===== config.mk =====
export PLATFORM = sky130hd
export DESIGN_NAME = fp_normalizer
export DESIGN_NICKNAME = d
export VERILOG_FILES = /design/src/rtl/fp_normalizer.sv
export SDC_FILE = /design/constraint.sdc
export NUM_CORES = 1
export LEC_CHECK = 0
export CORE_ASPECT_RATIO = 1.5
export CORE_MARGIN = 2
export CORE_UTILIZATION = 54
export DETAILED_ROUTE_END_ITERATION = 12
export PLACE_DENSITY = 0.83
export SYNTH_ARGS = -nofsm -noshare
export SYNTH_HDL_FRONTEND = slang
export SYNTH_SLANG_ARGS = --single-unit

===== constraint.sdc =====
create_clock -name clk -period 4.4 [get_ports clk]
set_clock_uncertainty 0.2 [all_clocks]
set_input_delay 0.44 -clock clk [delete_from_list [all_inputs] [get_ports clk]]
set_output_delay 0.44 -clock clk [all_outputs]
set_load 0.1 [all_outputs]

===== src/rtl/fp_normalizer.sv =====
// Normaliser ahead of the rounder: 12-bit two's-complement in, sign/exp/sig/round bit out.
// Iterative leading-one search (1..8 cycles), or a 1-cycle priority encoder when NORM_FAST_EN is defined.
module fp_normalizer (
    input  logic        clk,
    input  logic        rst_n,
    input  logic        in_valid,
    output logic        in_ready,
    input  logic [11:0] d,
    output logic        out_valid,
    input  logic        out_ready,
    output logic        sign,
    output logic [2:0]  exp,
    output logic [3:0]  sig,
    output logic        fifth_bit
);

    typedef enum logic [1:0] {IDLE, SHIFT, DONE} state_t;

    state_t      state, state_nxt;
    logic        sign_nxt;
    logic [2:0]  exp_nxt;
    logic [3:0]  sig_nxt;
    logic        fifth_nxt;
    logic [10:0] neg_mag;
    logic [10:0] mag;

    // -2048 has no positive 12-bit counterpart, so it clamps to the largest magnitude.
    always_comb begin
        neg_mag = ~d[10:0] + 11'd1;
        if (d[11] && (d[10:0] == 11'd0)) begin
            mag = 11'h7FF;
        end else if (d[11]) begin
            mag = neg_mag;
        end else begin
            mag = d[10:0];
        end
    end

`ifdef NORM_FAST_EN
    logic [10:0] fw;
    logic [2:0]  fe;

    always_comb begin
        fw = mag;
        fe = 3'd7;
        for (int i = 0; i < 7; i++) begin
            if (!fw[10] && (fe != 3'd0)) begin
                fw = fw << 1;
                fe = fe - 3'd1;
            end
        end
    end
`else
    logic [10:0] w, w_nxt;
    logic [2:0]  e, e_nxt;
`endif

    always_comb begin
        state_nxt = state;
        sign_nxt  = sign;
        exp_nxt   = exp;
        sig_nxt   = sig;
        fifth_nxt = fifth_bit;
`ifndef NORM_FAST_EN
        w_nxt     = w;
        e_nxt     = e;
`endif
        case (state)
            IDLE: begin
                if (in_valid) begin
                    sign_nxt  = d[11];
`ifdef NORM_FAST_EN
                    exp_nxt   = fe;
                    sig_nxt   = fw[10:7];
                    fifth_nxt = fw[6];
                    state_nxt = DONE;
`else
                    w_nxt     = mag;
                    e_nxt     = 3'd7;
                    state_nxt = SHIFT;
`endif
                end
            end
`ifndef NORM_FAST_EN
            SHIFT: begin
                // exp=0 is the denormal floor: w then holds magnitude[3:0] in its top nibble.
                if (w[10] || (e == 3'd0)) begin
                    exp_nxt   = e;
                    sig_nxt   = w[10:7];
                    fifth_nxt = w[6];
                    state_nxt = DONE;
                end else begin
                    w_nxt = w << 1;
                    e_nxt = e - 3'd1;
                end
            end
`endif
            DONE: begin
                if (out_ready) begin
                    state_nxt = IDLE;
                end
            end
            default: state_nxt = IDLE;
        endcase
    end

    always_ff @(posedge clk or negedge rst_n) begin
        if (!rst_n) begin
            state     <= IDLE;
            sign      <= 1'b0;
            exp       <= 3'd0;
            sig       <= 4'd0;
            fifth_bit <= 1'b0;
`ifndef NORM_FAST_EN
            w         <= 11'd0;
            e         <= 3'd0;
`endif
        end else begin
            state     <= state_nxt;
            sign      <= sign_nxt;
            exp       <= exp_nxt;
            sig       <= sig_nxt;
            fifth_bit <= fifth_nxt;
`ifndef NORM_FAST_EN
            w         <= w_nxt;
            e         <= e_nxt;
`endif
        end
    end

    assign in_ready  = (state == IDLE);
    assign out_valid = (state == DONE);

endmodule


==> flow_summary.json, run 1 <==
{
  "multiInputGateArea_um2": 708,
  "first_pass_iters": 4,
  "grt_overflow_total": 0,
  "max_slew_margin_pct": 27.3,
  "drc": 0,
  "use_met1_pct": 24.4,
  "n_fill_cell": 199,
  "cts_root_buffer": "clkbuf_4",
  "port_buffers": 26,
  "initial_core_util_pct": 56.3,
  "htreeDepth": 1,
  "die_x_um": 45.3,
  "cts.clk_slew.worst_paths_ps": 130,
  "ios": 27,
  "cts_buffers": 3,
  "fmax_mhz": 361,
  "fin_crit_sh_pct": 62.9,
  "synth_fp_nets": 158,
  "path_max_fanout": 8,
  "slew_violations": 0,
  "power_mw": 1.24,
  "num_antenna_cells": 0,
  "ys.warnings.count": 0,
  "cts_sinks": 25,
  "globalRouteTotalUtil_pct": 23.4,
  "period_minus_slack_ps": 2770,
  "grt_pass1_wl_um": 5080,
  "holdWs_ps": 300,
  "finalHoldViolations": 0,
  "core_area_um2": 2450,
  "area_growth_pct": 21.9,
  "fin_nets": 185,
  "maxCapViolCount": 0,
  "power.leakage_nw": 0.708,
  "fp-row-count": 22,
  "setup_tns_ps": 0,
  "syn_avg_cell_area_um2": 9.92,
  "critical_path.cell_chain": "nor2b_1, clkdlybuf4s50_1",
  "post_cts_buffers": 0,
  "crit_arrival_ps": 2130,
  "dr_total_vias": 1171,
  "worstMarginPinSlew_ps": 1090,
  "top_usage_layer": "met2",
  "synth_edf_count": 0,
  "post_cts_resized": 0,
  "hold_path.class": "reg -> reg",
  "route.final.wire_length_um": 3090,
  "ys_types": 44,
  "start_kind": "flip-flop",
  "cts_tree": "yes",
  "met3_usage_pct": 3.01,
  "insertion_delay_ps": 310,
  "die_h_um": 65.9,
  "setup_viol": 0,
  "critPathBufInv": 1,
  "layout_commonest_cell": "clkdlybuf4s50_1",
  "finalInstanceArea_um2": 1680,
  "final_cell_mix": "clkdlybuf4s50_1, dfrtp_1, nor2_1, nand2_1, mux2_1",
  "grt_setup_unrepaired": "no",
  "grt_pass1_vias": 1217,
  "end_kind": "output port",
  "clk_path_buf_depth": 2,
  "cp_top_family": "buffers and inverters",
  "max-vdd-ir-drop_mv": 0.411,
  "utilization_pct": 68.6,
  "grt_max_degree": 26,
  "drt-initial-drc-count": 21,
  "synth-seq-cells": 25,
  "cp_slowest_stage_delay_ps": 1160,
  "wire_per_inst_um": 16.3,
  "ctsHoldBuffers": 0,
  "antenna_found_initial": 0,
  "register_area_um2": 626,
  "antenna_left": 0,
  "synth-seq-area-share_pct": 45.4,
  "syn_inst": 139,
  "viasPerCell": 6.20,
  "dpl_cell_area_um2": 1650,
  "worstPathRequired_ps": 3760,
  "synth_area_um2": 1380,
  "drive_gt1_share_pct": 6.67,
  "die-area_um2": 2980,
  "slowest_stage": "clkdlybuf4s50_1",
  "status": "finished clean",
  "timing_worst_setup_path_type": "reg -> out",
  "power_density_nw_per_um2": 736,
  "dp_hpwl_um": 2450,
  "synthArstFlopShare_pct": 100,
  "synthFlopType": "dfrtp_1",
  "gr-usage-met2_pct": 40.4,
  "place.gp.congestion": 0.804
}
==> final timing paths <==
| path | startpoint | end | slack, ps | cells past startpoint |
|---|---|---|---|---|
| max | state[0]$_DFFE_PN0P_ | out_valid | 1630 | 2 |
| min | sig[2]$_DFFE_PN0P_ | sig[2]$_DFFE_PN0P_ | 300 | 1 |
| max reg2reg | e[0]$_DFFE_PN0P_ | w[8]$_DFFE_PN0P_ | 2050 | 8 |
| min reg2reg | sig[2]$_DFFE_PN0P_ | sig[2]$_DFFE_PN0P_ | 300 | 1 |
| max in group asynchronous | rst_n | sig[1]$_DFFE_PN0P_ | 2860 | 1 |
| min in group asynchronous | rst_n | exp[1]$_DFFE_PN0P_ | 500 | 1 |
==> layer usage <==
metal  vias to the layer above  wire [um]
li1                        558          -
met1                       560       1190
met2                        37       1660
met3                        16         67
met4                         0        171
met5                         -          0
==> final cells by class <==
| type | instances | area share [%] |
|---|---|---|
| Multi-Input combinational cell | 102 | 42.1 |
| Timing Repair Buffer | 26 | 15.5 |
| Clock buffer | 4 | 1.56 |
| Sequential cell | 25 | 37.2 |
| Tap cell | 24 | 1.79 |
| Inverter | 8 | 1.79 |
==> kinds of logic after synthesis <==
family | after synthesis | share of synthesized area, %
AOI/OAI and AO/OA | 42 | 22.2
adders and majority gates | 3 | 2.72
muxes | 8 | 6.53
and+or+nand+nor | 45 | 17.3
DFF | 25 | 45.4
xor gates and xnor gates | 4 | 2.54
buffers and inverters | 12 | 3.27
==> stage by stage <==
step           setup WS (ps)  instances
6_report                1630        189
5_1_grt                 1540        189
4_1_cts                 1620        189
3_5_place_dp            1890        185
3_3_place_gp            1950        185
2_1_floorplan           1570        139
==> registers in the layout (all words and copies together), names as in the netlist <==
signal,flops
sign,1
fifth_bit,1
state,2
exp,3
w,11
e,3
sig,4
==> power breakdown <==
group	internal, mW	total (mW)	switching [mW]
Sequential	0.331	0.402	0.0711
Combinational	0.213	0.735	0.522
Clock	0.0355	0.100	0.0647
==> cell usage after synthesis, types with 3 or more instances <==
library cell,count,area [um2]
a21o_1,4,30.0
o21ai_0,4,20.0
nor2b_1,3,18.8
inv_1,7,26.3
dfrtp_1,25,626
a21oi_1,6,30.0
o21ai_1,6,30.0
nor3_1,6,30.0
nor2_1,10,37.5
clkbuf_1,4,15.0
nand2_1,10,37.5
ha_1,3,37.5
mux2_1,8,90.1
nand3_1,3,15.0
o22ai_1,5,31.3
Power figures use the tool's default switching activity.
==> run 2, diff against run 1 <==
Settings changed: CORE_UTILIZATION 54 to 46, PLACE_DENSITY 0.83 to 0.75.
Clock period 4.4 ns to 2.4 ns, I/O delays scaled along.
==> run 2 against run 1 <==
  * Utilization decreased by 8.3 points
  * Via count is 3.3% higher
  * Die area is 16% higher
  * Combinational power increased by 84%
  * Flip-flop and latch count did not move
  * Non-clock buffer count grew 6
  * Sequential power increased by 84%
==> flow_summary.json, run 2 (same netlist as run 1, synthesis figures left out) <==
{
  "clk_path_buf_depth": 2,
  "fp-row-count": 24,
  "final_cell_mix": "dfrtp_1, buf_4, clkdlybuf4s50_1",
  "die_h_um": 71.1,
  "fmax_mhz": 472,
  "timing_worst_setup_path_type": "reg -> reg",
  "core_area_um2": 2880,
  "switching_share_pct": 51.7,
  "comb_power_share_pct": 57.8,
  "ctsHoldBuffers": 0,
  "end_kind": "flip-flop",
  "cts.clk_slew.worst_paths_ps": 80,
  "slew_violations": 0,
  "largest_reg_flops": 11,
  "num_antenna_cells": 0,
  "hold_path.class": "in -> async",
  "die-area_um2": 3460,
  "setup_tns_ps": 0,
  "drive_gt1_share_pct": 17.0,
  "fin_nets": 191,
  "stdcell_count": 210,
  "grt_overflow_total": 0,
  "drc": 0,
  "drt-initial-drc-count": 25,
  "insertion_delay_ps": 270,
  "globalRouteTotalUtil_pct": 19.9,
  "dr_total_vias": 1210,
  "wire_per_inst_um": 14.4,
  "fin_crit_sh_pct": 88.2,
  "p_seq_share_pct": 31.6,
  "power.leakage_nw": 0.751,
  "max-vdd-ir-drop_mv": 0.685,
  "first_pass_iters": 4,
  "grt_pass1_vias": 1210,
  "post_cts_resized": 0,
  "cts_sinks": 25,
  "largest_register": "w",
  "cts_buffers": 3,
  "finalHoldViolations": 0,
  "grt_setup_unrepaired": "no",
  "clkPwrFrac_pct": 10.5,
  "initial_core_util_pct": 47.8,
  "place.gp.congestion": 0.780,
  "path_max_fanout": 8,
  "period_minus_slack_ps": 2120,
  "p_sw_mw": 1.21,
  "grt_pass1_wl_um": 5430,
  "antenna_left": 0,
  "maxCapViolCount": 0,
  "intPower_mw": 1.13,
  "top_regs": "w: 11 flops, sig: 4 flops",
  "viasPerCell": 5.76,
  "route.final.wire_length_um": 3030,
  "crit_arrival_ps": 2060,
  "setup_viol": 0,
  "post_cts_buffers": 0,
  "die_x_um": 48.7,
  "dp.cells": 206,
  "antenna_found_initial": 0,
  "start_kind": "flip-flop",
  "cts_tree": "yes",
  "htreeDepth": 1,
  "n_fill_cell": 265,
  "layout_commonest_cell": "dfrtp_1",
  "dp_hpwl_um": 2420,
  "utilization_pct": 60.3,
  "grt_max_degree": 26,
  "worstPathRequired_ps": 2350,
  "area_growth_pct": 26.0,
  "cts_root_buffer": "clkbuf_8",
  "max_slew_margin_pct": 56.1,
  "port_buffers": 26,
  "ios": 27,
  "holdWs_ps": 128,
  "power_density_nw_per_um2": 1350,
  "status": "finished clean",
  "worstMarginPinSlew_ps": 658
}
[run 2: final cells by class]
type | instances | area, um2 | area share, %
flip-flops and latches | 25 | 626 | 36.0
repair buffers | 32 | 278 | 16.0
well taps | 39 | 48.8 | 2.81
clock buffers | 4 | 45.0 | 2.59
inverters | 8 | 30.0 | 1.73
multi-input cells | 102 | 711 | 40.9
[run 2: final timing paths]
path	startpoint	endpoint	slack, ps	cells after the start
setup / recovery	e[0]$_DFFE_PN0P_	w[8]$_DFFE_PN0P_	280	9
hold / removal	rst_n	exp[0]$_DFFE_PN0P_	130	2
setup reg to reg	e[0]$_DFFE_PN0P_	w[8]$_DFFE_PN0P_	280	9
hold reg to reg	e[2]$_DFFE_PN0P_	exp[2]$_DFFE_PN0P_	290	1
max in group asynchronous	rst_n	w[6]$_DFFE_PN0P_	1630	2
min in group clk	e[2]$_DFFE_PN0P_	exp[2]$_DFFE_PN0P_	290	1
[run 2: worst max-delay path: stages (launching register included)]
cell and delay (ps):
dfrtp_1 390, inv_1 80, ha_1 200, ha_1 220, nor3b_1 240, o21bai_2 130
buf_4 180, a21o_1 140, o21ai_0 100, o31ai_2 100
[run 2: power groups by stage]
stage	logic (mW)	clock network [mW]	registers (mW)
after CTS	1.36	0.252	0.741
final	1.35	0.247	0.741
after global routing	1.45	0.269	0.772
after floorplan	0.619	0	1.13
after detailed placement	1.36	0	0.748
after global placement	1.33	0	0.737
[run 2: layer usage]
| metal | vias up | share of wire, % | GRT usage [%] |
|---|---|---|---|
| li1 | 576 | - | - |
| met1 | 595 | 38 | 22.1 |
| met2 | 34 | 56 | 38.1 |
| met3 | 5 | 3.6 | 1.69 |
| met4 | 0 | 2.1 | 8.57 |
| met5 | - | 0 | 0 |
[run 2: per-stage QoR]
step           power, mW  setup WS, ps  cell area (um2)
2_1_floorplan       1.75          72.3             1380
3_3_place_gp        2.07           207             1690
3_5_place_dp        2.11           171             1690
4_1_cts             2.36           268             1740
5_1_grt             2.49           146             1740
6_report            2.34           283             1740
